File: config.mk
export PLATFORM = sky130hd
export DESIGN_NAME = retire_trace_buf
export DESIGN_NICKNAME = d
export VERILOG_FILES = /design/src/rtl/retire_trace_buf.sv
export SDC_FILE = /design/constraint.sdc
export NUM_CORES = 1
export LEC_CHECK = 0
export ABC_AREA = 1
export CORE_ASPECT_RATIO = 0.8
export CORE_MARGIN = 4
export CORE_UTILIZATION = 37
export DETAILED_ROUTE_END_ITERATION = 10
export DONT_BUFFER_PORTS = 1
export PLACE_DENSITY = 0.6
export SLEW_MARGIN = 20
export SYNTH_ARGS = -nofsm -noshare
export SYNTH_HDL_FRONTEND = slang
export SYNTH_SLANG_ARGS = --single-unit
export TNS_END_PERCENT = 10
File: constraint.sdc
create_clock -name clk -period 14.2 [get_ports clk]
set_input_delay 2.84 -clock clk [delete_from_list [all_inputs] [get_ports clk]]
set_output_delay 2.84 -clock clk [all_outputs]
set_load 0.02 [all_outputs]
File: src/rtl/retire_trace_buf.sv
// Retirement trace buffer: records committed uops into a circular history and
// freezes on EBREAK, nuke or a retire-stall watchdog so the history can be drained oldest-first.
module retire_trace_buf #(
    parameter int DEPTH   = 16,
    parameter int PC_W    = 32,
    parameter int DATA_W  = 64,
    parameter int ROBID_W = 5,
    parameter int TIMEOUT = 40
) (
    input  logic                       clk,
    input  logic                       reset,
    input  logic                       rt_valid,
    input  logic [PC_W-1:0]            rt_pc,
    input  logic [ROBID_W-1:0]         rt_robid,
    input  logic                       rt_dst_valid,
    input  logic [4:0]                 rt_dst_reg,
    input  logic [DATA_W-1:0]          rt_data,
    input  logic                       rt_nuke,
    input  logic                       rt_ebreak,
    input  logic                       freeze_clr,
    output logic                       dout_valid,
    input  logic                       dout_ready,
    output logic [PC_W-1:0]            dout_pc,
    output logic [ROBID_W-1:0]         dout_robid,
    output logic                       dout_dst_valid,
    output logic [4:0]                 dout_dst_reg,
    output logic [DATA_W-1:0]          dout_data,
    output logic                       dout_nuke,
    output logic                       dout_ebreak,
    output logic                       frozen,
    output logic [1:0]                 trig_cause,
    output logic [$clog2(DEPTH):0]     count,
    output logic                       overflow,
    output logic [15:0]                dropped
);

    localparam int PTR_W = $clog2(DEPTH);
    localparam int CNT_W = PTR_W + 1;
    localparam int WD_W  = $clog2(TIMEOUT + 1);

    typedef enum logic {
        RUN,
        FROZEN
    } state_t;

    typedef struct packed {
        logic [PC_W-1:0]    pc;
        logic [ROBID_W-1:0] robid;
        logic               dst_valid;
        logic [4:0]         dst_reg;
        logic [DATA_W-1:0]  data;
        logic               nuke;
        logic               ebreak;
    } entry_t;

    state_t             state_q, state_d;
    logic [PTR_W-1:0]   wr_ptr_q, wr_ptr_d;
    logic [PTR_W-1:0]   rd_ptr_q, rd_ptr_d;
    logic [CNT_W-1:0]   count_q, count_d;
    logic               overflow_q, overflow_d;
    logic [1:0]         cause_q, cause_d;
    logic [15:0]        dropped_q, dropped_d;
    logic [WD_W-1:0]    wd_q, wd_d;
    logic               wr_en;
    logic [PTR_W-1:0]   wr_idx;
    logic [1:0]         uop_cause;

    entry_t mem [DEPTH];
    entry_t wr_entry;
    entry_t rd_entry;

    assign wr_entry = '{pc: rt_pc, robid: rt_robid, dst_valid: rt_dst_valid,
                        dst_reg: rt_dst_reg, data: rt_data, nuke: rt_nuke,
                        ebreak: rt_ebreak};

    // EBREAK outranks nuke when both flag the same retiring uop
    assign uop_cause = !rt_valid ? 2'd0 :
                       rt_ebreak ? 2'd1 :
                       rt_nuke   ? 2'd2 : 2'd0;

    always_ff @(posedge clk) begin
        if (reset) begin
            state_q    <= RUN;
            wr_ptr_q   <= '0;
            rd_ptr_q   <= '0;
            count_q    <= '0;
            overflow_q <= 1'b0;
            cause_q    <= 2'd0;
            dropped_q  <= '0;
            wd_q       <= '0;
        end else begin
            state_q    <= state_d;
            wr_ptr_q   <= wr_ptr_d;
            rd_ptr_q   <= rd_ptr_d;
            count_q    <= count_d;
            overflow_q <= overflow_d;
            cause_q    <= cause_d;
            dropped_q  <= dropped_d;
            wd_q       <= wd_d;
        end
    end

    always_comb begin
        state_d    = state_q;
        wr_ptr_d   = wr_ptr_q;
        rd_ptr_d   = rd_ptr_q;
        count_d    = count_q;
        overflow_d = overflow_q;
        cause_d    = cause_q;
        dropped_d  = dropped_q;
        wd_d       = wd_q;
        wr_en      = 1'b0;
        wr_idx     = wr_ptr_q;

        if (freeze_clr) begin
            // Flush first; a uop retiring in the same cycle becomes entry 0
            state_d    = RUN;
            wr_ptr_d   = '0;
            rd_ptr_d   = '0;
            count_d    = '0;
            overflow_d = 1'b0;
            cause_d    = 2'd0;
            dropped_d  = '0;
            wd_d       = '0;
            if (rt_valid) begin
                wr_en    = 1'b1;
                wr_idx   = '0;
                wr_ptr_d = PTR_W'(1);
                count_d  = CNT_W'(1);
                if (uop_cause != 2'd0) begin
                    state_d = FROZEN;
                    cause_d = uop_cause;
                end
            end
        end else if (state_q == RUN) begin
            if (rt_valid) begin
                wr_en    = 1'b1;
                wr_ptr_d = wr_ptr_q + 1'b1;
                wd_d     = '0;
                if (count_q == CNT_W'(DEPTH)) begin
                    rd_ptr_d   = rd_ptr_q + 1'b1;
                    overflow_d = 1'b1;
                end else begin
                    count_d = count_q + 1'b1;
                end
                if (uop_cause != 2'd0) begin
                    state_d = FROZEN;
                    cause_d = uop_cause;
                end
            end else begin
                if (wd_q != WD_W'(TIMEOUT))
                    wd_d = wd_q + 1'b1;
                if (wd_q == WD_W'(TIMEOUT - 1)) begin
                    state_d = FROZEN;
                    cause_d = 2'd3;
                end
            end
        end else begin
            if (rt_valid && dropped_q != 16'hFFFF)
                dropped_d = dropped_q + 1'b1;
            if (dout_valid && dout_ready) begin
                rd_ptr_d = rd_ptr_q + 1'b1;
                count_d  = count_q - 1'b1;
            end
        end
    end

    // Storage carries no reset; count alone decides which entries are visible
    always_ff @(posedge clk) begin
        if (wr_en)
            mem[wr_idx] <= wr_entry;
    end

    assign rd_entry       = mem[rd_ptr_q];
    assign frozen         = (state_q == FROZEN);
    assign dout_valid     = frozen && (count_q != '0);
    assign dout_pc        = rd_entry.pc;
    assign dout_robid     = rd_entry.robid;
    assign dout_dst_valid = rd_entry.dst_valid;
    assign dout_dst_reg   = rd_entry.dst_reg;
    assign dout_data      = rd_entry.data;
    assign dout_nuke      = rd_entry.nuke;
    assign dout_ebreak    = rd_entry.ebreak;
    assign trig_cause     = cause_q;
    assign count          = count_q;
    assign overflow       = overflow_q;
    assign dropped        = dropped_q;

endmodule

After elaboration in Yosys (flattened, before gate mapping). Memories as Yosys holds them, arrays and structs flattened. A register that Yosys moved wholly into a read port is not among the register bits. Index checks and enable logic that the tools add are counted.

Memories: 1. Flip-flop bits (word level): 39. Output and inout port bits: 135. RAM bits: 1744. Logic and storage cells: 85. Input bits: 114.

Reduce and logical (&&, ||, !) cells: 19. Bitwise operators: 1. Equal/unequal tests: 9. $add $sub $neg: 6. Multiplexer cells: 41.

Memories: mem (depth 16, bits a word 109, rd ports 1, clocked after Yosys merged registers in 1, wr ports 1, RTL line 68) `entry_t mem [DEPTH];`.

Operator list (count): $mux 4 (11); $mux 5 (5); $mux 2 (10); $add 16x1->16 const B (1); $ne 16x16->1 const B (1); $mux 1 (13); $mux 6 (2); $reduce_and 3->1 (4); $reduce_bool 2->1 (5); $add 4x1->4 const B (2); $add 6x1->6 const B (1); $eq 6x6->1 const B (1); $ne 6x6->1 const B (1); $reduce_and 2->1 (3); $reduce_bool 3->1 (2); $add 5x1->5 const B (1); $eq 5x5->1 const B (1); $reduce_bool 5->1 (1); $sub 5x1->5 const B (1); $logic_and 1x1->1 (3); $ne 3x1->1 const B (1); $ne 3x2->1 const B (1); $ne 3x3->1 const B (1); $ne 2x1->1 const B (1); other kinds (3) (3).

Logic depth before layout (Yosys ltp).
Word-level depth: 8. Mapped depth: 11. Depth with buffers taken out: 10.

Worst setup path after synthesis. No wires, ideal clock.

Kind: input to register. Start: input port freeze_clr. End: memory mem[0][0] (netlist bit), enable pin. Cell stages on the path: 7. Setup time: 845 ps. Arrival time: 13749 ps. Buffers on the path: 1. Data required time: 13355 ps. Slack: -394 ps. Cell sequence: clkbuf_1 -> nand2_1 -> inv_1 -> nor2_1 -> inv_1 -> nand2_1 -> nor4_1.

Longest elaborated chain between the ends: 3. Elaborated cells on any way between the ends: 4. Those cells by class: mux: 4.

RTL lines: start: declaration (RTL line 20) `input logic freeze_clr,`; $mux 1 (RTL line 115) `if (freeze_clr) begin`; $mux 1 (RTL line 170) `if (wr_en)`; $mux 1 (not written as such) (RTL line 171) `mem[wr_idx] <= wr_entry;`; end: declaration (RTL line 68).

Parallel ways exist; a longest one is shown, timed or not.

==> results.json <==
{
  "outcome": "finished clean",
  "first_iter_violations": 4395,
  "synth.largest_area_cell": "edfxtp_1",
  "detail-route-antenna-nets": 0,
  "fin_crit_sh_pct": 56.0,
  "setup_violations": 0,
  "tritoncts": "done",
  "drive_gt1_share_pct": 6.20,
  "synth_seq_cells": 1787,
  "synth_seq_area_share_pct": 75.5,
  "critPathKind": "reg2out",
  "fin_crit_ns": 7.95,
  "io_buffers": 0,
  "synth_top_family_by_area": "compound AO/OA/AOI/OAI gates",
  "vias": 42600,
  "report.power.total_mw": 10.6,
  "grt_pass1_vias": 40989,
  "cts_resized": 0,
  "synthArstFlopShare_pct": 0,
  "rsz0062_at_grt": "false",
  "critPathArrivalTime_ns": 5.11,
  "numCtsBuffers": 176,
  "dpl_cell_area_mm2": 0.0728,
  "cp_slowest_stage_delay_ns": 0.91,
  "cts-hold-fix-buffers": 0,
  "maxSlewHeadroom_pct": 25.1,
  "worstPathRequired_ns": 11.36,
  "dieArea_mm2": 0.198,
  "postCtsSetupBuffers": 0,
  "maxCapViolCount": 0,
  "viasPerCell": 5.33,
  "grt_util_all_layers_pct": 18.3,
  "tightest_slew_ns": 1.12,
  "dp_hpwl_mm": 84.1,
  "drtPass1Iterations": 5,
  "fmax_ghz": 0.126,
  "syn2layout_area_growth_pct": 11.1,
  "p_leak_nw": 24.0,
  "vdd_drop_max_uv": 100,
  "rows": 143,
  "drv_slew": 0,
  "synth-xor-area-share_pct": 0.112,
  "powerDensity_mw_per_mm2": 135,
  "synthCells": 5433,
  "cp_common_cell": "buf_4",
  "syn-cell-area_mm2": 0.0705,
  "crit_path_start_kind": "flip-flop",
  "insertion_delay_ns": 0.82,
  "h-tree-depth": 4,
  "cp_max_fo": 115,
  "grt_max_degree": 207,
  "synthMuxAreaShare_pct": 0,
  "design_area_mm2": 0.0783,
  "skew_ns": 0.0363,
  "synth-warning-count": 0,
  "antenna_found_initial": 5,
  "clkSinkCount": 1787,
  "synth_top_area_share_pct": 74.3,
  "design.core.area_mm2": 0.190,
  "finalHoldViolCount": 0,
  "hp-class": "reg2reg",
  "die_h_um": 398,
  "worstSetupEndpointType": "output pin",
  "place.gp.congestion": 0.756,
  "yosysUniqueCellTypes": 30,
  "io_pins": 249,
  "grt_pass1_wl_mm": 271,
  "synth-simple-area-share_pct": 9.60,
  "dp.cells": 7670,
  "start_util_pct": 37.2,
  "clockBufferDepth": 3,
  "synth.area.top_cells": "edfxtp_1 (74%), nor2_1 (7.3%), o21ai_0 (6.3%), o211ai_1 (4.6%), dfxtp_1 (1.2%)",
  "final_nets": 5435,
  "synth_compound_area_share_pct": 12.0,
  "remaining_drc_errors": 0,
  "worst_path_max_delay_cell": "buf_4",
  "clock-root-buffer": "clkbuf_16",
  "routed_wl_mm": 184,
  "fin_cells": 7987,
  "grt_overflow_total": 0,
  "synth_fa_ha_area_share_pct": 0.170,
  "wl_per_cell_um": 23.1,
  "syn_nets": 5556,
  "path_cells": "buf_4, buf_4, buf_4, o21ai_0, o211ai_1, o211ai_1, nand2_1",
  "die_x_um": 496,
  "syn_area_per_cell_um2": 13.0,
  "synth_edf_count": 1744,
  "dominantRegCellSynth": "edfxtp_1",
  "cts.clk_slew.worst_paths_ns": 0.06,
  "finalSetupTns_ns": 0
}
[synthesized netlist by cell type (2+ instances only)]
| cell type | instances |
|---|---|
| clkbuf_1 | 207 |
| xor2_1 | 5 |
| o21ai_0 | 889 |
| a21oi_1 | 34 |
| xnor2_1 | 4 |
| nand4_1 | 7 |
| buf_4 | 39 |
| clkinv_1 | 2 |
| o211ai_1 | 436 |
| nand3_1 | 146 |
| inv_2 | 2 |
| a211oi_1 | 2 |
| nor2_1 | 1379 |
| inv_1 | 44 |
| ha_1 | 8 |
| buf_1 | 21 |
| buf_6 | 3 |
| dfxtp_1 | 43 |
| buf_2 | 100 |
| o21ai_1 | 101 |
| edfxtp_1 | 1744 |
| nor3_1 | 4 |
| nand2_1 | 206 |
[state kept, by name, indices dropped and copies added (netlist names), named ones only]
| signal | cells |
|---|---|
| wd_q | 6 |
| frozen | 1 |
| dropped | 16 |
| count | 5 |
| mem | 1744 |
| overflow | 1 |
| trig_cause | 2 |
| rd_ptr_q | 4 |
| wr_ptr_q | 4 |
[critical path: cells and delay by family, from the launching register on]
kind,cells,cell delay [ns]
buf+inv,3,2.55
simple gates,1,0.37
compound gates,3,0.53
flops,1,0.68
[layout by cell type, fill, tap and decap left out, types with 2 or more instances in the layout]
cell type   instances
diode_2             2
buf_12             12
clkinv_16           4
o21ai_1           101
nor2_1           1367
nor2_4             12
clkinv_1           38
a21oi_1            34
xor2_1              5
clkinv_8            3
nor3_2              3
dfxtp_1            39
clkinv_2           32
ha_1                8
clkinvlp_4          7
inv_6               4
o21ai_0           889
a211oi_1            2
inv_16              5
nand2_1           206
nand4_1             7
buf_4              59
bufinv_16           8
edfxtp_1         1744
dfxtp_4             4
o211ai_1          436
xnor2_1             4
inv_1              44
clkbuf_16         180
clkbuf_1           36
nand3_1           146
[worst paths after layout]
| kind | from | end | slack, ns | cells after the start |
|---|---|---|---|---|
| setup reg to reg | frozen | mem[10][87] | 9.94 | 6 |
| hold reg to reg | wd_q[5] | wd_q[5] | 0.50 | 2 |
| hold / removal | wd_q[5] | wd_q[5] | 0.50 | 2 |
| setup / recovery | flip-flop | dout_pc[7] | 6.25 | 7 |
[where the power goes]
part           switching, mW  total, mW  internal [mW]
logic                  0.199      0.260         0.0618
clock network           2.01       4.49           2.48
registers             0.0132       5.84           5.83
total                   2.22       10.6           8.37
[routing by layer]
layer  up-vias  global-route usage, %  share of wire [%]  wire length (um)
met5         -                      0                  0                 0
met3       275                   4.76                7.6             14000
li1      19699                      -                  -                 -
met4         0                   5.09                2.7              5020
met2      1285                   29.6                 47             86100
met1     21341                   24.3                 43             79100
[per-stage QoR]
stage / util, % / hold slack [ns] / worst slack (ns)
floorplan: - / 0.459 / 2.63
global placement: 38.4 / 0.474 / 7.17
detailed placement: 38.4 / 0.494 / 7.11
CTS: 41.3 / 0.503 / 6.20
global route: 41.3 / 0.544 / 5.83
finish: 41.3 / 0.502 / 6.25
[cell type report]
class | count | area, um2
Timing Repair Buffer | 71 | 683
Antenna cell | 2 | 5.00
Fill cell | 17441 | 111000
Clock buffer | 216 | 4640
Inverter | 49 | 213
Tap cell | 2537 | 3170
Clock inverter | 98 | 872
Multi-Input combinational cell | 3227 | 15500
Sequential cell | 1787 | 53200
[cells by family (layout without fill, tap and decap cells)]
family / count (synthesis) / count (layout)
DFF: 1787 / 1787
and+or+nand+nor: 1745 / 1745
AOI/OAI and AO/OA: 1464 / 1464
buffers and inverters: 419 / 434
adders and majority gates: 9 / 9
xor gates and xnor gates: 9 / 9
other: 0 / 2
(Power assumes the default switching activity.)
==> patch: new RTL, same settings <==
The parameter `ROBID_W` goes from 5 to 4.
--- a/src/rtl/retire_trace_buf.sv
+++ b/src/rtl/retire_trace_buf.sv
@@ -4,7 +4,7 @@
     parameter int DEPTH   = 16,
     parameter int PC_W    = 32,
     parameter int DATA_W  = 64,
-    parameter int ROBID_W = 5,
+    parameter int ROBID_W = 4,
     parameter int TIMEOUT = 40
 ) (
     input  logic                       clk,
Interface: changed (resized dout_robid and rt_robid); port bits go from 249 to 247. No check against the original RTL was run, so the function may have changed too.
==> patch against the original RTL <==
- clock power up 2%
- setup slack worse by 0.013 ns
- core utilization down 0.15 points
- sequential cell count down 16
- synthesized cell count up 7.1%
- count of clock-buffer cells in the layout up 12
- total power up 0.97%
- global-route usage down 0.95 points
- sequential power down 0.7%
- cell area up 2.6%
- final cell count up 5.5%
- wire length down 2.7%
- synthesized area up 3.0%
- sequential share of layout area down 2.3 points
- largest cell class unchanged
==> patch: results <==
metrics = {
    "worst_setup_path": {
        "crit_arrival_ns": 5.12,
        "reg2reg_depth": 8,
        "cp_slowest_stage_delay_ns": 0.88,
        "crit_fanout": 214,
        "reg2reg_slack_ns": 10.21,
    },
    "placement": {
        "hpwlAfterDp_um": 88000,
        "dp_cells": 8090,
    },
    "pwr": {
        "p_leak_nw": 27.2,
        "peakVddDrop_v": 0.000106,
    },
    "global_routing": {
        "grt_use_total": 0.173,
        "grt_util_met2": 0.277,
        "grt_util_met1": 0.235,
        "antenna_found_initial": 2,
        "grt_pass1_vias": 41000,
    },
    "route": {
        "drtIter0Drc": 3904,
        "wirelength_um": 179000,
        "viasPerCell": 5.11,
    },
    "synth": {
        "synth_top_cells_by_count": "edfxtp_1 (1728), inv_1 (908), nand3_1 (675)",
        "synthesis.nets": 5942,
        "synth-adder-area-share": 0.00165,
        "synth_compound_area_frac": 0.110,
        "synthTopCellsByArea": "edfxtp_1 (71%), inv_1 (4.7%), nand3_1 (4.7%)",
        "syn_area_per_cell_um2": 12.5,
        "synth.distinct_cells": 34,
    },
    "timing": {
        "worst_slew_pin_slew_ns": 1.21,
    },
    "status": {
        "status": "complete, no violations",
    },
    "layout": {
        "largest_reg_flops": 1728,
    },
}
==> patch: through the flow <==
step	hold slack (ns)	total power [mW]	setup WS, ns	area [µm²]
finish	0.473	10.7	6.24	80300
global route	0.496	11.1	5.91	80300
CTS	0.470	10.8	6.30	80300
detailed placement	0.492	6.21	7.23	74500
floorplan	0.471	6.13	2.76	72600
global placement	0.483	6.21	7.31	74500
==> patch: cell families (layout without fill, tap and decap cells) <==
group                      count (synthesis)  count (layout)
other                                      0               2
buffers and inverters                   1276            1309
adders and majority gates                  9               9
xor gates and xnor gates                  11              11
AOI/OAI and AO/OA                       1346            1346
DFF                                     1771            1771
and+or+nand+nor                         1407            1407
==> patch: per-layer routing <==
| layer | part of all wire | up-vias | wire, µm |
|---|---|---|---|
| met1 | 0.44 | 21100 | 78700 |
| met2 | 0.47 | 1235 | 83500 |
| met3 | 0.068 | 285 | 12200 |
| met4 | 0.027 | 0 | 4860 |
| met5 | 0 | - | 0 |
| li1 | - | 20400 | - |
==> patch: power by group <==
group / internal, mW / total (mW) / leakage, nW / switching [mW]
Sequential: 5.78 / 5.80 / 16.0 / 0.0168
Combinational: 0.0685 / 0.294 / 8.46 / 0.225
Clock: 2.58 / 4.60 / 2.81 / 2.02
Total: 8.43 / 10.7 / 27.2 / 2.26
==> patch: final timing paths <==
| path | start | endpoint |
|---|---|---|
| setup reg to reg | frozen | mem[0][19] |
| hold / removal | rd_ptr_q[2] | flop |
| hold reg to reg | rd_ptr_q[2] | flop |
| setup / recovery | flop | dout_pc[13] |
==> patch: area by class of cell <==
| class | count | area (µm²) |
|---|---|---|
| diodes | 2 | 5.00 |
| flip-flops and latches | 1771 | 52800 |
| well taps | 2572 | 3220 |
| clock inverters | 106 | 958 |
| repair buffers | 64 | 697 |
| multi-input cells | 2773 | 14500 |
| clock buffers | 228 | 4810 |
| fillers | 17900 | 115000 |
| inverters | 911 | 3430 |
==> patch: worst max-delay path, delay by kind of cell (launching register included) <==
family / cells / cell delay (ns)
flops: 1 / 0.84
buf+inv: 3 / 2.26
simple gates: 3 / 0.61
compound gates: 1 / 0.21
